--- src/rtl/gf3m_if.sv ---
// Start/busy/done handshake and operand/result bus of the GF(3^M) serial multiplier.
interface gf3m_if #(parameter int M = 97) ();
  logic           start;
  logic [2*M-1:0] a;
  logic [2*M-1:0] b;
  logic           busy;
  logic           done;
  logic [2*M-1:0] c;

  modport master (output start, a, b, input  busy, done, c);
  modport slave  (input  start, a, b, output busy, done, c);
endinterface

--- src/rtl/gf3m_serial_mult.sv ---
// Digit-serial MSB-first Horner multiplier over GF(3^M), P = x^M + x^12 + 2.
// One multiplier digit per clock: acc <- acc*x mod P + b_i*a.

// One output digit of the Horner step: shifted digit + reduction feedback + b_i*a_j.
module gf3_digit_step (
  input  logic [1:0] sh,
  input  logic [1:0] fb,
  input  logic [1:0] bd,
  input  logic [1:0] ad,
  output logic [1:0] nd
);
  function automatic logic [1:0] add3(input logic [1:0] x, input logic [1:0] y);
    logic [2:0] s;
    s = {1'b0, x} + {1'b0, y};
    if (s >= 3'd3) s = s - 3'd3;
    return s[1:0];
  endfunction

  // 2'b11 is illegal on inputs and scales as zero.
  function automatic logic [1:0] mul3(input logic [1:0] s, input logic [1:0] d);
    logic [1:0] r;
    r = 2'd0;
    if (s == 2'd1 && d != 2'd3)      r = d;
    else if (s == 2'd2 && d == 2'd1) r = 2'd2;
    else if (s == 2'd2 && d == 2'd2) r = 2'd1;
    return r;
  endfunction

  assign nd = add3(add3(sh, fb), mul3(bd, ad));
endmodule

module gf3m_serial_mult #(
  parameter int M     = 97,
  parameter int CNT_W = 7
) (
  input  logic   clk,
  input  logic   reset_n,
  gf3m_if.slave  bus
);
  typedef enum logic [1:0] {IDLE, RUN, DONE} state_t;

  state_t             state, state_nx;
  logic [2*M-1:0]     a_r, b_r, acc, acc_nx, c_r;
  logic [CNT_W-1:0]   cnt;
  logic               done_r;
  logic               ld;
  logic [1:0]         t, t2, bd;
  logic [CNT_W:0]     bidx;

  // Reduction by x^M = 2x^12 + 1: top digit t folds into digit 0 (+t) and digit 12 (+2t).
  assign t    = acc[2*M-1 -: 2];
  assign t2   = (t == 2'd1) ? 2'd2 : (t == 2'd2) ? 2'd1 : 2'd0;
  assign bidx = {cnt, 1'b0};
  assign bd   = b_r[bidx +: 2];

  for (genvar i = 0; i < M; i++) begin : g_dig
    logic [1:0] sh, fb;
    if (i == 0) begin : g_lo
      assign sh = 2'd0;
      assign fb = t;
    end else if (i == 12) begin : g_tap
      assign sh = acc[2*i-1 -: 2];
      assign fb = t2;
    end else begin : g_mid
      assign sh = acc[2*i-1 -: 2];
      assign fb = 2'd0;
    end
    gf3_digit_step u_step (
      .sh (sh),
      .fb (fb),
      .bd (bd),
      .ad (a_r[2*i +: 2]),
      .nd (acc_nx[2*i +: 2])
    );
  end

  always_ff @(posedge clk) begin
    if (!reset_n) state <= IDLE;
    else          state <= state_nx;
  end

  always_comb begin
    state_nx = state;
    ld       = 1'b0;
    case (state)
      IDLE: if (bus.start) begin
        ld       = 1'b1;
        state_nx = RUN;
      end
      RUN:  if (cnt == '0) state_nx = DONE;
      DONE: state_nx = IDLE;
      default: state_nx = IDLE;
    endcase
  end

  always_ff @(posedge clk) begin
    if (!reset_n) begin
      a_r    <= '0;
      b_r    <= '0;
      acc    <= '0;
      cnt    <= '0;
      c_r    <= '0;
      done_r <= 1'b0;
    end else begin
      done_r <= 1'b0;
      if (ld) begin
        a_r <= bus.a;
        b_r <= bus.b;
        acc <= '0;
        cnt <= CNT_W'(M - 1);
      end else if (state == RUN) begin
        acc <= acc_nx;
        if (cnt != '0) cnt <= cnt - 1'b1;
      end else if (state == DONE) begin
        // Result and pulse are registered, so they appear as the FSM returns to IDLE.
        c_r    <= acc;
        done_r <= 1'b1;
      end
    end
  end

  assign bus.busy = (state != IDLE);
  assign bus.done = done_r;
  assign bus.c    = c_r;
endmodule

--- src/flat_wrapper.sv ---
// flat-port wrapper written by rule: the top's interface ports become plain ports
module gf3m_serial_mult_flat 
#(
  parameter int M     = 97,
  parameter int CNT_W = 7
)
  (clk, reset_n, bus_start, bus_a, bus_b, bus_busy, bus_done, bus_c);
  gf3m_if #(.M(M)) bus_i ();
  input  logic clk;
  input  logic reset_n;
  input wire logic [$bits(bus_i.start)-1:0] bus_start;
  input wire logic [$bits(bus_i.a)-1:0] bus_a;
  input wire logic [$bits(bus_i.b)-1:0] bus_b;
  output wire logic [$bits(bus_i.busy)-1:0] bus_busy;
  output wire logic [$bits(bus_i.done)-1:0] bus_done;
  output wire logic [$bits(bus_i.c)-1:0] bus_c;
  assign bus_i.start = bus_start;
  assign bus_i.a = bus_a;
  assign bus_i.b = bus_b;
  assign bus_busy = bus_i.busy;
  assign bus_done = bus_i.done;
  assign bus_c = bus_i.c;
  gf3m_serial_mult #(.M(M), .CNT_W(CNT_W)) u_core (.clk(clk), .reset_n(reset_n), .bus(bus_i));
endmodule
--- config.mk ---
export PLATFORM = sky130hd
export DESIGN_NAME = gf3m_serial_mult_flat
export DESIGN_NICKNAME = d
export VERILOG_FILES = /design/src/rtl/gf3m_if.sv /design/src/rtl/gf3m_serial_mult.sv /design/src/flat_wrapper.sv
export SDC_FILE = /design/constraint.sdc
export NUM_CORES = 2
export LEC_CHECK = 0
export ABC_AREA = 1
export BUFFER_PORTS_ARGS = -buffer_cell sky130_fd_sc_hd__buf_4
export CAP_MARGIN = 15
export CORE_MARGIN = 2
export CORE_UTILIZATION = 61
export DETAILED_ROUTE_END_ITERATION = 8
export PLACE_DENSITY = 0.94
export SYNTH_ARGS = -nofsm -noshare
export SYNTH_HDL_FRONTEND = slang
export SYNTH_HIERARCHICAL = 1
export SYNTH_SLANG_ARGS = --single-unit
export TNS_END_PERCENT = 30
--- constraint.sdc ---
create_clock -name clk -period 31 [get_ports clk]
set_input_delay 6.2 -clock clk [delete_from_list [all_inputs] [get_ports clk]]
set_output_delay 6.2 -clock clk [all_outputs]
set_load 0.01 [all_outputs]
==> flow_summary.ini <==
[run_status]
outcome = completed

[final_layout]
drive_above_1_share_pct = 11.1
final_cell_area_mm2 = 0.0620
fin_util_pct = 71.4
final_cells = 9896
multiInputGateArea_mm2 = 0.0332
nets = 9645
n_fill_cell = 6515
seqCellArea_mm2 = 0.0157
syn2layout_area_growth_pct = 16.1

[place]
place_worst_setup_slack_ps = 21260
gp_congestion = 0.907
dpl-instance-area_mm2 = 0.0590
io_buffers = 586
post-dp-hpwl_um = 104000
dp.cells = 9738

[yosys]
syn_area_mm2 = 0.0534
postSynthAreaPerCell_um2 = 6.62
synth_area_leader_cell = dfxtp_1
synth.most_common_cell = nand2_1
synthCells = 8070
yosysSeqAreaShare_pct = 29.5
synth_area_leaders = dfxtp_1 (29%), nand2_1 (14%), nor2_1 (10%), ha_1 (9.1%), inv_1 (7.5%)
postSynthRegisterBits = 786
synth-edff-count = 0
ys_async_sr_fraction_pct = 0
synth_ff_type = dfxtp_1
yosysWarnings = 6
yosys-top-cells-count = nand2_1 (2022), nor2_1 (1434), inv_1 (1063), dfxtp_1 (786), o21ai_0 (721)
synth_top_area_share_pct = 29.5
synth_cell_type_count = 27

[floorplanning]
io_pins = 587
fp-row-count = 108
initial_utilization_pct = 61.6
fp.coreArea_mm2 = 0.0868
die_y_um = 300
die_area_mm2 = 0.0899
die_w_um = 300

[setup_path]
critPathLaunch = bus_start
endpoint_kind = flip-flop
start_kind = input port
reg2reg_depth = 26
required_ps = 31470
arrival_ps = 9680
r2r_slack_ps = 24540
rr_startpoint = u_core/cnt[1]$_SDFFE_PP0P_
timing.rr.end = u_core/acc[139]$_SDFFE_PP0P_
critPathMaxFanout = 172
critPathKind = in2reg

[timing]
fmax_ghz = 0.109
grt_setup_unrepaired = no
finalHoldViolCount = 0
setup_viol = 0
relSlewSlack_pct = 13.6
fin_tns_setup_ps = 0
setup_ws_ps = 21790
timing.hold.ws_ps = 452
period_share_pct = 29.7
report.final.slew_viol_count = 0
skew_ps = 29.3
tightestPinTransition_ps = 1290
period_needed_ps = 9210

[routing]
routed_wl_um = 152000
avgRoutedWirePerCell_um = 15.4
first_pass_iters = 9
drt_iter0_markers = 3840
drc_errors = 0
vias_per_cell = 5.46
ant_nets = 0
via_count = 54018

[clock_tree]
cts_made_buffers = 86
cts_tree = built
htreeDepth = 3
cts_hold_buf = 0
cts_resized = 0
cts_setup_buffers = 0
worstSkewPairLatency_ps = 660
root_buffer = clkbuf_16
cts_sinks = 786
cts_buffer_depth = 3
clk_pin_slew_ps = 60

[global_route]
grt_usage_pct = 33.0
grt_overflow = 0
grt_pass1_vias = 53842
grt_max_degree = 198
grt_pass1_wl_um = 247000
antenna_found_initial = 0

[power]
switching_share_pct = 41.5
p_sw_mw = 1.78
finalPower_mw = 4.28
p_int_mw = 2.51
cellLeakagePower_nw = 31.5
vdd_ir_drop_max_v = 0.0000484
pwr-share-comb_pct = 46.9
seqPwrFrac_pct = 27.9
powerDensity_mw_per_mm2 = 69.1
pwr-share-clk_pct = 25.2

[min_path]
hp-start = u_core/b_r[72]$_SDFFE_PN0P_
hp-class = reg2reg
min_to = u_core/b_r[72]$_SDFFE_PN0P_
whs_path_depth = 2

[run]
max_cap_violations = 0
[area by class of cell]
type | instances | area share [%]
sequential | 786 | 25.4
clock inverter | 36 | 0.761
inverter | 1072 | 6.53
multi-input combinational | 6110 | 53.5
timing repair buffer | 615 | 7.48
clock buffer | 120 | 4.00
tap | 1155 | 2.33
antenna | 2 | 0.00807
[registers in the layout (all words and copies together) (netlist names)]
signal           cells
u_core/b_r         194
u_core/state         2
u_core/cnt           7
u_core/a_r         194
u_core/bus.done      1
u_core/bus.c       194
u_core/acc         194
[critical path, cell delays in order]
cell and delay [ps]:
buf_4 110, nand2_8 480, inv_8 740, nor2_2 160
inv_6 780, buf_4 920, a21oi_1 100
[power by group through the flow]
stage,registers [mW],logic (mW),clock network [mW]
2_1_floorplan,1.19,1.55,0
3_3_place_gp,1.21,1.80,0
3_5_place_dp,1.21,1.95,0
4_1_cts,1.19,1.97,1.09
5_1_grt,1.20,2.28,1.13
6_report,1.19,2.01,1.08
[layout by cell type (no fill, tap or decap), drive strengths merged, types with 10 or more instances in the layout]
| cell | n |
|---|---|
| nand2 | 2023 |
| nor2 | 1632 |
| inv | 1076 |
| dfxtp | 786 |
| o21ai | 728 |
| nand3 | 659 |
| buf | 615 |
| ha | 389 |
| a21oi | 279 |
| fa | 194 |
| conb | 192 |
| clkbuf | 120 |
| clkinv | 16 |
| bufinv | 10 |
[worst max-delay path by stage]
stage / to / slack (ps)
4_1_cts: u_core/acc[154]$_SDFFE_PP0P_ / 21930
3_5_place_dp: u_core/acc[154]$_SDFFE_PP0P_ / 21260
2_1_floorplan: u_core/acc[11]$_SDFFE_PP0P_ / 18800
3_3_place_gp: u_core/acc[146]$_SDFFE_PP0P_ / 21370
5_1_grt: u_core/acc[156]$_SDFFE_PP0P_ / 21580
6_report: u_core/acc[154]$_SDFFE_PP0P_ / 21790
[logic make-up (layout without fill, tap and decap cells)]
family                   Yosys count  after routing  synth area share, %
AND/OR/NAND/NOR                 4319           4319                 34.7
buffers and inverters           1365           1843                 9.88
adder cells (fa/ha/maj)          583            583                 16.4
AO/OA/AOI/OAI                   1016           1016                 9.56
other                              1            194              0.00702
flip-flops                       786            786                 29.5
[routing by layer]
metal / up-vias / wire length, µm / global-route usage, %
met5: - / 0 / 0
met1: 24830 / 55900 / 36.1
met2: 2345 / 73300 / 57.9
li1: 26191 / - / -
met4: 0 / 11300 / 24.6
met3: 652 / 11500 / 5.17
No activity file was read; power rests on OpenSTA's default activity.
